<file path="config.mk">
export PLATFORM = sky130hd
export DESIGN_NAME = branch_sequencer
export DESIGN_NICKNAME = d
export VERILOG_FILES = /design/src/rtl/branch_sequencer_pkg.sv /design/src/rtl/branch_cond_eval.sv /design/src/rtl/branch_sequencer.sv
export SDC_FILE = /design/constraint.sdc
export NUM_CORES = 1
export LEC_CHECK = 0
export BUFFER_PORTS_ARGS = -buffer_cell sky130_fd_sc_hd__buf_2
export CORE_UTILIZATION = 49
export CTS_BUF_LIST = sky130_fd_sc_hd__clkbuf_8
export DETAILED_ROUTE_END_ITERATION = 10
export GPL_TIMING_DRIVEN = 0
export PLACE_DENSITY = 0.82
export SETUP_SLACK_MARGIN = 0.15
export SLEW_MARGIN = 20
export SYNTH_ARGS = -nofsm -noshare
export SYNTH_HDL_FRONTEND = slang
export SYNTH_SLANG_ARGS = --single-unit
</file>
<file path="constraint.sdc">
create_clock -name clock -period 4.9 [get_ports clock]
set_input_delay 0.245 -clock clock [delete_from_list [all_inputs] [get_ports clock]]
set_output_delay 0.245 -clock clock [all_outputs]
set_load 0.1 [all_outputs]
</file>
<file path="src/rtl/branch_sequencer_pkg.sv">
`default_nettype none
// ============================================================================
//  Module      : branch_sequencer_pkg
//  Description : Shared definitions for the branch sequencer. It holds the
//                BranchSelect condition codes, the controller state type,
//                the default parameter values and a helper that classifies
//                the selects which need a ULA compare.
//  Revision    : 1.0 - initial release
// ============================================================================
package branch_sequencer_pkg;

    localparam int DEF_DATA_WIDTH   = 32;
    localparam int DEF_ADDR_WIDTH   = 32;
    localparam int DEF_ULA_LATENCY  = 1;
    localparam int DEF_FLUSH_CYCLES = 2;

    // BranchSelect condition codes. Encodings 101/110/111 all mean "never".
    localparam logic [2:0] BR_UNCOND = 3'b000;
    localparam logic [2:0] BR_EQ     = 3'b001;
    localparam logic [2:0] BR_NE     = 3'b010;
    localparam logic [2:0] BR_GT     = 3'b011;
    localparam logic [2:0] BR_LT     = 3'b100;
    localparam logic [2:0] BR_NONE   = 3'b101;

    typedef enum logic [1:0] {
        ST_IDLE     = 2'd0,
        ST_COMPARE  = 2'd1,
        ST_RESOLVE  = 2'd2,
        ST_REDIRECT = 2'd3
    } state_t;

    // Only the four true conditions need the operands compared.
    function automatic logic needs_compare(input logic [2:0] select);
        return (select == BR_EQ) || (select == BR_NE) ||
               (select == BR_GT) || (select == BR_LT);
    endfunction

endpackage : branch_sequencer_pkg
`default_nettype wire

</file>
<file path="src/rtl/branch_cond_eval.sv">
`default_nettype none
// ============================================================================
//  Module      : branch_cond_eval
//  Description : Combinational branch condition evaluator. It decides
//                whether a branch is taken from the condition code and the
//                two's-complement difference A-B returned by the ULA.
//  Ports       : select [2:0]           condition code (BR_*)
//                result [DATA_WIDTH-1:0] ULA difference A-B
//                taken                   1 when the branch must be taken
//  Revision    : 1.0 - initial release
// ============================================================================
module branch_cond_eval
    import branch_sequencer_pkg::*;
#(
    parameter int DATA_WIDTH = DEF_DATA_WIDTH
) (
    input  logic [2:0]            select,
    input  logic [DATA_WIDTH-1:0] result,
    output logic                  taken
);

    logic w_zero;
    logic w_neg;

    assign w_zero = (result == '0);
    assign w_neg  = result[DATA_WIDTH-1];

    always_comb begin
        taken = 1'b0;
        case (select)
            BR_UNCOND: taken = 1'b1;
            BR_EQ:     taken = w_zero;
            BR_NE:     taken = !w_zero;
            BR_GT:     taken = !w_neg && !w_zero;   // signed result > 0
            BR_LT:     taken = w_neg;               // signed result < 0
            default:   taken = 1'b0;
        endcase
    end

endmodule : branch_cond_eval
`default_nettype wire

</file>
<file path="src/rtl/branch_sequencer.sv">
`default_nettype none
// ============================================================================
//  Module      : branch_sequencer
//  Description : Resolves one branch/jump at a time. A request is latched in
//                IDLE, conditional branches run a subtract compare on the
//                ULA, the condition is evaluated on the difference and a
//                taken branch strobes the PC load and holds Flush.
//  Ports       : clock, reset          clock / async active-high reset
//                BranchReq, BranchReady request handshake (ready in IDLE)
//                BranchSelect, RegA, RegB, BranchTarget  request payload
//                ULAopA, ULAopB, ULASub, ULAout          ULA interface
//                PCWrite, PCNext        one-cycle PC redirect
//                Flush, Stall           pipeline control
//                Resolved, Taken        decision pulse and outcome
//  Revision    : 1.0 - initial release
// ============================================================================
module branch_sequencer
    import branch_sequencer_pkg::*;
#(
    parameter int DATA_WIDTH   = DEF_DATA_WIDTH,
    parameter int ADDR_WIDTH   = DEF_ADDR_WIDTH,
    parameter int ULA_LATENCY  = DEF_ULA_LATENCY,
    parameter int FLUSH_CYCLES = DEF_FLUSH_CYCLES
) (
    input  logic                  clock,
    input  logic                  reset,
    input  logic                  BranchReq,
    output logic                  BranchReady,
    input  logic [2:0]            BranchSelect,
    input  logic [DATA_WIDTH-1:0] RegA,
    input  logic [DATA_WIDTH-1:0] RegB,
    input  logic [ADDR_WIDTH-1:0] BranchTarget,
    output logic [DATA_WIDTH-1:0] ULAopA,
    output logic [DATA_WIDTH-1:0] ULAopB,
    output logic                  ULASub,
    input  logic [DATA_WIDTH-1:0] ULAout,
    output logic                  PCWrite,
    output logic [ADDR_WIDTH-1:0] PCNext,
    output logic                  Flush,
    output logic                  Stall,
    output logic                  Resolved,
    output logic                  Taken
);

    localparam int C_CMP_CNT_W = $clog2(ULA_LATENCY) + 1;
    localparam int C_FLS_CNT_W = $clog2(FLUSH_CYCLES) + 1;
    localparam logic [C_CMP_CNT_W-1:0] C_CMP_LAST = C_CMP_CNT_W'(ULA_LATENCY - 1);
    localparam logic [C_FLS_CNT_W-1:0] C_FLS_LAST = C_FLS_CNT_W'(FLUSH_CYCLES - 1);

    state_t                  r_state;
    state_t                  w_state_next;
    logic [C_CMP_CNT_W-1:0]  r_cmp_cnt;
    logic [C_FLS_CNT_W-1:0]  r_flush_cnt;
    logic [DATA_WIDTH-1:0]   r_result;
    logic [2:0]              r_sel;

    logic                    w_accept;
    logic                    w_cmp_done;
    logic                    w_flush_done;
    logic [2:0]              w_eval_sel;
    logic [DATA_WIDTH-1:0]   w_eval_result;
    logic                    w_eval_taken;
    logic                    w_ula_sub_next;
    logic                    w_resolved_next;
    logic                    w_taken_next;
    logic                    w_pc_write_next;
    logic                    w_flush_next;

    assign BranchReady  = (r_state == ST_IDLE);
    assign Stall        = (r_state != ST_IDLE);
    assign w_accept     = BranchReq && (r_state == ST_IDLE);
    assign w_cmp_done   = (r_state == ST_COMPARE) && (r_cmp_cnt == C_CMP_LAST);
    assign w_flush_done = (r_state == ST_REDIRECT) && (r_flush_cnt == C_FLS_LAST);

    // Taken is a registered output that must be valid in the RESOLVE cycle,
    // so the condition is evaluated one cycle early on the values that are
    // being latched at that edge: the live select when coming from IDLE,
    // the live ULA result when coming from COMPARE.
    assign w_eval_sel    = (r_state == ST_IDLE)    ? BranchSelect : r_sel;
    assign w_eval_result = (r_state == ST_COMPARE) ? ULAout       : r_result;

    branch_cond_eval #(
        .DATA_WIDTH (DATA_WIDTH)
    ) u_cond_eval (
        .select (w_eval_sel),
        .result (w_eval_result),
        .taken  (w_eval_taken)
    );

    // State register and the per-state cycle counters.
    always_ff @(posedge clock or posedge reset) begin
        if (reset) begin
            r_state     <= ST_IDLE;
            r_cmp_cnt   <= '0;
            r_flush_cnt <= '0;
        end else begin
            r_state     <= w_state_next;
            r_cmp_cnt   <= ((r_state == ST_COMPARE) && !w_cmp_done)
                           ? r_cmp_cnt + 1'b1 : '0;
            r_flush_cnt <= ((r_state == ST_REDIRECT) && !w_flush_done)
                           ? r_flush_cnt + 1'b1 : '0;
        end
    end

    // Next-state logic.
    always_comb begin
        w_state_next = r_state;
        case (r_state)
            ST_IDLE: begin
                if (w_accept) begin
                    w_state_next = needs_compare(BranchSelect) ? ST_COMPARE : ST_RESOLVE;
                end
            end
            ST_COMPARE: begin
                if (w_cmp_done) begin
                    w_state_next = ST_RESOLVE;
                end
            end
            ST_RESOLVE: begin
                w_state_next = Taken ? ST_REDIRECT : ST_IDLE;
            end
            ST_REDIRECT: begin
                if (w_flush_done) begin
                    w_state_next = ST_IDLE;
                end
            end
            default: w_state_next = ST_IDLE;
        endcase
    end

    // Output decode: next values of the registered outputs.
    always_comb begin
        w_ula_sub_next  = (w_state_next == ST_COMPARE);
        w_resolved_next = (w_state_next == ST_RESOLVE);
        w_taken_next    = w_resolved_next && w_eval_taken;
        w_pc_write_next = (r_state == ST_RESOLVE) && (w_state_next == ST_REDIRECT);
        w_flush_next    = (w_state_next == ST_REDIRECT);
    end

    // Request latches, compare result latch and registered outputs.
    always_ff @(posedge clock or posedge reset) begin
        if (reset) begin
            ULAopA   <= '0;
            ULAopB   <= '0;
            PCNext   <= '0;
            r_sel    <= '0;
            r_result <= '0;
            ULASub   <= 1'b0;
            Resolved <= 1'b0;
            Taken    <= 1'b0;
            PCWrite  <= 1'b0;
            Flush    <= 1'b0;
        end else begin
            if (w_accept) begin
                ULAopA <= RegA;
                ULAopB <= RegB;
                PCNext <= BranchTarget;
                r_sel  <= BranchSelect;
            end
            if (w_cmp_done) begin
                r_result <= ULAout;
            end
            ULASub   <= w_ula_sub_next;
            Resolved <= w_resolved_next;
            Taken    <= w_taken_next;
            PCWrite  <= w_pc_write_next;
            Flush    <= w_flush_next;
        end
    end

endmodule : branch_sequencer
`default_nettype wire

</file>
==> results.ini, run 1 <==
[run_status]
status = finished, final reports clean

[placed_design]
dpl.cell_count = 735
place_area_sq_mm = 0.006970
dp_hpwl_um = 8801
io_buffers = 236
gp_congestion = 0.7533

[grt]
use_met2 = 0.3626
grt_overflow = 0
track_usage = 0.2073
grt_antenna_before_repair = 0
globalRouteMet1Util = 0.2298
grt_max_degree = 93
grt_pass1_vias = 4044
groute.layer.met3.usage = 0.06216
grt_busiest_layer = met2
grt_pass1_wl_um = 18460

[critical_path]
cp_slowest_stage_delay_ns = 0.45
end_kind = output pin
critical-path-slowest-cell = buf_2
worstPathCellList = buf_2, or2_1, buf_4, inv_2, buf_2
criticalPathCategory = flop to output pin
cp-start-kind = flop
path_max_fanout = 10
path_common_cell = buf_2
cp.required_ns = 4.66
rr_worst_depth = 5
arrival_ns = 1.90

[routing]
drc = 0
wl_per_cell_um = 15.04
drt_iter0_drc = 141
routed_wl_um = 11640
antenna_left = 0
vias_per_cell = 5.005
drt_pass1_iterations = 4
dr_total_vias = 3874

[cts]
cts_buffers = 17
cts_tree = done
clk_latency_ns = 0.43
cts_root_buf = clkbuf_8
ctsHoldBuffers = 9
cts_buffer_depth = 2
clk_pin_slew_ns = 0.07
cts_max_level = 4
cts_resized = 0
cts_setup_buffers = 0
cts_sinks = 141

[sta]
finalSetupViolations = 0
period_share = 0.4380
finClkSkew_ns = 0.008550
worst_slew_pin_slew_ns = 0.5234
min_period_ns = 2.146
slew_headroom = 0.6535
max_freq_mhz = 465.9
maxSlewViolCount = 0
rsz0062_at_grt = false
hold_viol = 0

[cells_and_area]
fin_area_sq_mm = 0.007478
nets = 758
ff_latch_area_sq_mm = 0.003528
multiInputGateArea_sq_mm = 0.001876
final_util = 0.6809
instances_no_fill = 774
fillers = 810
antenna_cells = 0
syn2layout_area_growth_pct = 34.04
layout-drive-gt1-share = 0.4527

[floorplanning]
die_area_sq_mm = 0.01182
start_util = 0.5080
die_w_um = 108.7
ios = 237
core_sq_mm = 0.01098
die_h_um = 108.7
rows = 38

[synthesis]
synth-seq-cells = 141
syn_nets = 493
yosys_warnings = 0
syn_area_sq_mm = 0.005579
synth_cell_types = 37
syn_inst = 358
ys_seq_area_frac = 0.6324
synth_area_per_cell_sq_um = 15.58

[hold_path]
min_path_cells = 2
hold_class = primary input to flop

[job]
drv_cap = 0

==> synthesized netlist by cell type <==
cell         n  area [sq um]
dfrtp_1    141          3528
mux2_1     130          1464
nor4_1      17         106.4
buf_6       10         112.6
nor2_1       8         30.03
buf_4        4         30.03
inv_1        4         15.01
nor3_1       4         20.02
nand3_1      3         15.01
o21ai_1      3         15.01
a31oi_1      2         12.51
and3_1       2         12.51
buf_2        2         10.01
nand2_1      2         7.510
o21ai_0      2         10.01
o22ai_1      2         12.51
or2_1        2         12.51
a2111oi_0    1         8.760
a211o_1      1         8.760
a211oi_2     1         12.51
a21oi_1      1         5.000
a311oi_1     1         8.760
and2_1       1         6.260
clkinv_1     1         3.750
conb_1       1         3.750
ha_1         1         12.51
inv_2        1         3.750
mux2_4       1         15.01
mux2i_1      1         10.01
nand2b_1     1         6.260
nand2b_4     1         13.76
nand3b_1     1         7.510
nand4_1      1         6.260
nand4b_1     1         8.760
nor2_2       1         6.260
nor4b_1      1         8.760
xor2_1       1         8.760
==> logic make-up after synthesis <==
logic type,after synthesis,share of synthesized area
adder cells (fa/ha/maj),1,0.002242
buffers and inverters,22,0.03140
XOR/XNOR,1,0.001570
AND/OR/NAND/NOR,46,0.04800
multiplexers,132,0.2669
flip-flops,141,0.6324
other,1,0.0006722
AO/OA/AOI/OAI,14,0.01682
==> area by class of cell <==
class                           instances  area share
Buffer                                 16     0.02041
Clock buffer                           22     0.04049
Sequential cell                       141      0.4718
Multi-Input combinational cell        195      0.2508
Inverter                                6    0.004015
Timing Repair Buffer                  246      0.1737
Tap cell                              140     0.02342
Clock inverter                          8     0.01539
==> worst max-delay path: cells and delay by family, from the launching register on <==
family	cells	cell delay, ns
buffers and inverters	4	0.90
flip-flops	1	0.36
AND/OR/NAND/NOR	1	0.21
==> through the flow <==
stage               hold WS [ns]  TNS, ns  worst slack, ns
floorplan                 0.3675        0           0.8738
global placement          0.4190   -52.21          -0.3768
detailed placement        0.2761        0            3.022
CTS                  0.000005856        0            2.719
global route            0.004321        0            2.662
finish                   0.03120        0            2.754
==> path summary, 6_finish.rpt <==
| path | startpoint | to | slack, ns |
|---|---|---|---|
| worst min-delay path | BranchTarget[18] | PCNext[18]$_DFFE_PP0P_ | 0.03 |
| worst max register to register | r_state[1]$_DFF_PP0_ | r_result[10]$_DFFE_PP0P_ | 3.03 |
| worst min register to register | r_flush_cnt[0]$_DFF_PP0_ | r_flush_cnt[0]$_DFF_PP0_ | 0.44 |
| min in group asynchronous | reset | ULAopA[22]$_DFFE_PP0P_ | 0.36 |
| max in group asynchronous | reset | r_sel[1]$_DFFE_PP0P_ | 3.80 |
| worst max-delay path | r_state[1]$_DFF_PP0_ | BranchReady | 2.75 |
==> sequential cells by signal, summed over array words and instances, names as in the netlist <==
register,flops
Taken,1
PCNext,32
r_cmp_cnt,1
r_flush_cnt,2
Flush,1
ULAopA,32
ULAopB,32
r_state,2
r_sel,3
ULASub,1
PCWrite,1
r_result,32
Resolved,1
==> cells in the final DEF, fill, tap and decap left out, types with 3 or more instances in the layout <==
cell type / instances
inv_1: 5
buf_6: 10
dfrtp_1: 141
nor2_1: 8
bufinv_16: 3
buf_2: 238
clkbuf_8: 22
mux2_1: 130
nor3_1: 4
o21ai_1: 3
buf_4: 4
nor4_1: 17
nand3_1: 3
dlygate4sd3_1: 9
==> per-layer routing <==
layer | vias to the layer above | routed length [um]
met4 | 0 | 289
met2 | 170 | 5858
met1 | 1858 | 4633
met5 | - | 0
met3 | 26 | 860
li1 | 1820 | -
Power of run 1 is not shown: default switching activity piles up to over one toggle a cycle in this logic, so the estimate is an artifact.
==> inputs of run 2 (changes only) <==
--- a/config.mk
+++ b/config.mk
@@ -5,12 +5,13 @@
 export SDC_FILE = /design/constraint.sdc
 export NUM_CORES = 1
 export LEC_CHECK = 0
+export ABC_AREA = 1
 export BUFFER_PORTS_ARGS = -buffer_cell sky130_fd_sc_hd__buf_2
-export CORE_UTILIZATION = 49
+export CORE_UTILIZATION = 45
 export CTS_BUF_LIST = sky130_fd_sc_hd__clkbuf_8
 export DETAILED_ROUTE_END_ITERATION = 10
 export GPL_TIMING_DRIVEN = 0
-export PLACE_DENSITY = 0.82
+export PLACE_DENSITY = 0.79
 export SETUP_SLACK_MARGIN = 0.15
 export SLEW_MARGIN = 20
 export SYNTH_ARGS = -nofsm -noshare
==> constraint.sdc (replaced) <==
create_clock -name clock -period 1.8 [get_ports clock]
set_input_delay 0.09 -clock clock [delete_from_list [all_inputs] [get_ports clock]]
set_output_delay 0.09 -clock clock [all_outputs]
set_load 0.1 [all_outputs]
==> results.ini, run 2 <==
[sta]
hold_ws_ns = 0.1368
fin_ws_ns = 0.2348
finClkSkew_ns = 0.01428
period_share = 0.8696
hold_viol = 0
max_freq_mhz = 638.9
rsz0062_at_grt = true
worst_slew_pin_slew_ns = 0.5407
finalSetupViolations = 0
slew_headroom = 0.6387
min_period_ns = 1.565
maxSlewViolCount = 0

[synthesis]
synth_largest_area_cell = dfrtp_1
synth_top_area_share = 0.6181
syn_inst = 681
synth_common_cells = nand2_1, dfrtp_1, nor2_1
synthFlopType = dfrtp_1
syn_nets = 816
synth_area_per_cell_sq_um = 8.382
ys_seq_area_frac = 0.6181
synth-seq-cells = 141
synth_edf_count = 0
syn_area_sq_mm = 0.005708
yosysMostFrequentCell = nand2_1
async_flop_share = 1.000
yosys_warnings = 0
synth_cell_types = 26
synth_area_leaders = dfrtp_1, nand2_1, nor2_1, inv_1, o21ai_0

[grt]
grt_antenna_before_repair = 2
grt_pass1_vias = 6080
track_usage = 0.2927
grt_pass1_wl_um = 28990
grt_max_degree = 32
grt_overflow = 0

[critical_path]
criticalPathCategory = flop to flop
path_delay_family = simple AND/OR/NAND/NOR gates
critical-path-slowest-cell = dfrtp_2
r2r_start = r_state[1]$_DFF_PP0_
cp.required_ns = 2.13
cp_slowest_stage_delay_ns = 0.45
ff2ff_setup_slack_ns = 0.23
cp.buffers_inverters = 4
end_kind = flop
path_max_fanout = 10
worstReg2RegEnd = PCNext[6]$_DFFE_PP0P_
arrival_ns = 1.89
cp-start-kind = flop
rr_worst_depth = 8
cp-startpoint = r_state[1]$_DFF_PP0_
worstPathCellList = nor2_4, inv_8, nor2_8, inv_2, buf_6, buf_6, nand2_1, nand2_1

[hold_path]
min_from = BranchReq
hold_class = primary input to flop
min_to = r_state[1]$_DFF_PP0_
min_path_cells = 5

[cts]
clk_pin_slew_ns = 0.08
cts_tree = done
cts_max_level = 4
cts_root_buf = clkbuf_8
cts_buffers = 17
cts_sinks = 141
clk_latency_ns = 0.44
cts_buffer_depth = 2

[routing]
routed_wl_um = 18670
wl_per_cell_um = 14.83
drt_iter0_drc = 352
vias_per_cell = 4.723
antenna_left = 0
drt-met1-wl_um = 6925
dr_total_vias = 5946
maxUsedRoutingLayer = met4
wl_met2_um = 9607
drt_pass1_iterations = 5
drc = 0
met3RoutedLength_um = 1222

[floorplanning]
die_w_um = 114.6
rows = 40
start_util = 0.4674
die_area_sq_mm = 0.01314
core_sq_mm = 0.01221
die_h_um = 114.6
ios = 237

[placed_design]
dp_hpwl_um = 10870
pre_cts_ws_ns = 0.1186
gp_congestion = 0.7842
io_buffers = 236
place_area_sq_mm = 0.007288

[cells_and_area]
nets = 1209
layout_commonest_cell = nand2_1
final_cell_mix = nand2_1, buf_2, dfrtp_1
syn2layout_area_growth_pct = 59.08
fin_area_sq_mm = 0.009080
layout-drive-gt1-share = 0.2852

[run_status]
status = finished, final reports clean

[job]
drv_cap = 0

run 2: worst max-delay path by stage:
stage,endpoint,slack [ns],cells past startpoint
floorplan,PCNext[0]$_DFFE_PP0P_,-0.19,8
global placement,r_result[20]$_DFFE_PP0P_,-0.92,2
detailed placement,ULAopB[13]$_DFFE_PP0P_,0.12,6
CTS,Stall,0.16,3
global route,Taken$_DFF_PP0_,0.15,9
finish,PCNext[6]$_DFFE_PP0P_,0.23,8
run 2: logic make-up (layout without fill, tap and decap cells):
group,Yosys count,count (layout),synth area share
buf+inv,60,466,0.04581
simple gates,452,452,0.3086
xor+xnor,2,2,0.003069
other cells,1,5,0.0006570
flops,141,141,0.6181
compound gates,24,24,0.02148
fa+ha+maj,1,1,0.002192
run 2: layer usage:
layer,vias up,global-route usage
met1,2747,0.3067
li1,2831,-
met4,0,0.1974
met5,-,0
met2,294,0.5240
met3,74,0.06617
run 2: layout make-up:
| cell class | count | area [sq um] |
|---|---|---|
| Antenna cell | 4 | 10.01 |
| Sequential cell | 141 | 3530 |
| Buffer | 27 | 205.2 |
| Multi-Input combinational cell | 480 | 1922 |
| Clock inverter | 13 | 172.7 |
| Inverter | 33 | 135.1 |
| Fill cell | 815 | 3132 |
| Timing Repair Buffer | 374 | 2634 |
| Tap cell | 168 | 210.2 |
| Clock buffer | 19 | 261.5 |
run 2: per-stage QoR:
step | setup TNS [ns] | utilization | instances
finish | 0 | 0.7435 | 1259
global route | 0 | 0.7431 | 1257
CTS | 0 | 0.7411 | 1254
detailed placement | 0 | 0.5968 | 1090
global placement | -128.78 | 0.5874 | 1085
floorplan | -24.92 | - | 681
run 2: worst min-delay path: stages:
cell,delay [ns]
buf_2,0.10
inv_1,0.13
nor2_8,0.07
nand2_1,0.07
nand2_2,0.06
run 2: timing repair:
| action | in CTS | in global routing |
|---|---|---|
| hold buffers | 132 | 0 |
| endpoints found under the setup margin | 17 | 82 |
| setup buffers | 0 | 1 |
| pin swaps | 1 | 2 |
| gates resized for setup | 4 | 6 |
| endpoints found under the hold margin | 149 | 0 |
Power of run 2 is left out for the same reason.
==> inputs of run 3 (changes only) <==
--- a/config.mk
+++ b/config.mk
@@ -6,7 +6,7 @@
 export NUM_CORES = 1
 export LEC_CHECK = 0
 export ABC_AREA = 1
-export BUFFER_PORTS_ARGS = -buffer_cell sky130_fd_sc_hd__buf_2
+export BUFFER_PORTS_ARGS = -buffer_cell sky130_fd_sc_hd__buf_4
 export CORE_UTILIZATION = 45
 export CTS_BUF_LIST = sky130_fd_sc_hd__clkbuf_8
 export DETAILED_ROUTE_END_ITERATION = 10
==> results.ini, run 3 (synthesized netlist as in run 2, its figures left out) <==
[placed_design]
gp_congestion = 0.7796
dp_hpwl_um = 11260
place_area_sq_mm = 0.007879
io_buffers = 236

[routing]
vias_per_cell = 4.769
dr_total_vias = 6000
routed_wl_um = 19690
drc = 0
drt_pass1_iterations = 4
antenna_left = 0
drt_iter0_drc = 342
wl_per_cell_um = 15.65

[grt]
grt_max_degree = 30
groute.layer.met3.usage = 0.07994
grt_pass1_vias = 6399
grt_overflow = 0
track_usage = 0.3086
use_met2 = 0.5451
grt_pass1_wl_um = 30410
grt_antenna_before_repair = 0
grt_busiest_layer = met2
globalRouteMet1Util = 0.3299

[floorplanning]
core_sq_mm = 0.01221
start_util = 0.4674
ios = 237
die_w_um = 114.6
die_h_um = 114.6
die_area_sq_mm = 0.01314
rows = 40

[cells_and_area]
fillers = 750
final_cell_mix = nand2_1, buf_4, dfrtp_1
fin_area_sq_mm = 0.009754
layout-drive-gt1-share = 0.2890
nets = 1212
layout_commonest_cell = nand2_1
antenna_cells = 0
syn2layout_area_growth_pct = 70.89

[critical_path]
criticalPathCategory = flop to flop
worstPathCellList = nor2_4, inv_8, nor2_8, inv_2, buf_12, buf_6, nand2_1, nand2_1
path_common_cell = nand2_1
critical-path-slowest-cell = dfrtp_2
cp.buffers_inverters = 4
end_kind = flop
path_delay_family = simple AND/OR/NAND/NOR gates
cp-start-kind = flop
cp_slowest_stage_delay_ns = 0.46
path_max_fanout = 10
cp.required_ns = 2.13
arrival_ns = 1.93

[sta]
rsz0062_at_grt = true
maxSlewViolCount = 0
max_freq_mhz = 625.3
finalSetupViolations = 0
finClkSkew_ns = 0.009018
slew_headroom = 0.6482
period_share = 0.8884
hold_viol = 0
worst_slew_pin_slew_ns = 0.5266
min_period_ns = 1.599

[cts]
clk_latency_ns = 0.45
cts_root_buf = clkbuf_8
cts_sinks = 141
cts_buffers = 17
clk_pin_slew_ns = 0.08
cts_tree = done
cts_max_level = 4
cts_buffer_depth = 2

[hold_path]
hold_class = primary input to async pin

[run_status]
status = finished, final reports clean

[job]
drv_cap = 0

[run 3: per-stage QoR]
| step | setup slack, ns | setup TNS, ns | util | hold slack, ns | std cells |
|---|---|---|---|---|---|
| 3_3_place_gp | -0.9190 | -128.77 | 0.6358 | 0.2901 | 1085 |
| 3_5_place_dp | 0.1320 | 0 | 0.6452 | 0.1597 | 1090 |
| 4_1_cts | 0.1782 | 0 | 0.7934 | 0.1248 | 1255 |
| 6_report | 0.2008 | 0 | 0.7988 | 0.2415 | 1258 |
| 5_1_grt | 0.1232 | 0 | 0.7988 | 0.2605 | 1258 |
| 2_1_floorplan | -0.1939 | -24.92 | - | 0.2066 | 681 |
[run 3: per-layer routing]
layer  wire length [um]  share of wire
met3               1416          0.072
met2              10060           0.51
met1               7160           0.36
met4               1053          0.053
met5                  0              0
[run 3: worst register-to-register path: cells and delay by family, from the launching register on]
| family | cells | cell delay [ns] |
|---|---|---|
| buf+inv | 4 | 0.44 |
| simple gates | 4 | 0.59 |
| flops | 1 | 0.46 |
[run 3: area by class of cell]
class	count	area [sq um]	share of cell area
buffer	27	214.0	0.02193
clock inverter	13	219.0	0.02245
inverter	33	135.1	0.01385
tap	168	210.2	0.02155
sequential	141	3530	0.3619
clock buffer	19	261.5	0.02681
timing repair buffer	377	3251	0.3332
multi-input combinational	480	1934	0.1983
[run 3: timing repair]
item | 4_1_cts | 5_1_grt
buffers inserted | 1 | 3
hold buffers | 132 | 0
endpoints found under the hold margin | 151 | 0
setup endpoints to repair | 37 | 88
pin swaps | 1 | 5
resized for setup | 1 | 11
[run 3: worst paths after layout]
path	startpoint	end	slack, ns	cells after the start
worst max-delay path	r_state[1]$_DFF_PP0_	PCNext[3]$_DFFE_PP0P_	0.20	8
worst min-delay path	reset	ULAopB[25]$_DFFE_PP0P_	0.24	3
worst max register to register	r_state[1]$_DFF_PP0_	PCNext[3]$_DFFE_PP0P_	0.20	8
worst min register to register	r_flush_cnt[0]$_DFF_PP0_	r_flush_cnt[0]$_DFF_PP0_	0.44	1
max in group asynchronous	reset	r_result[13]$_DFFE_PP0P_	0.64	6
min in group clock	BranchReq	ULAopA[26]$_DFFE_PP0P_	0.27	6
Power of run 3 is left out for the same reason.
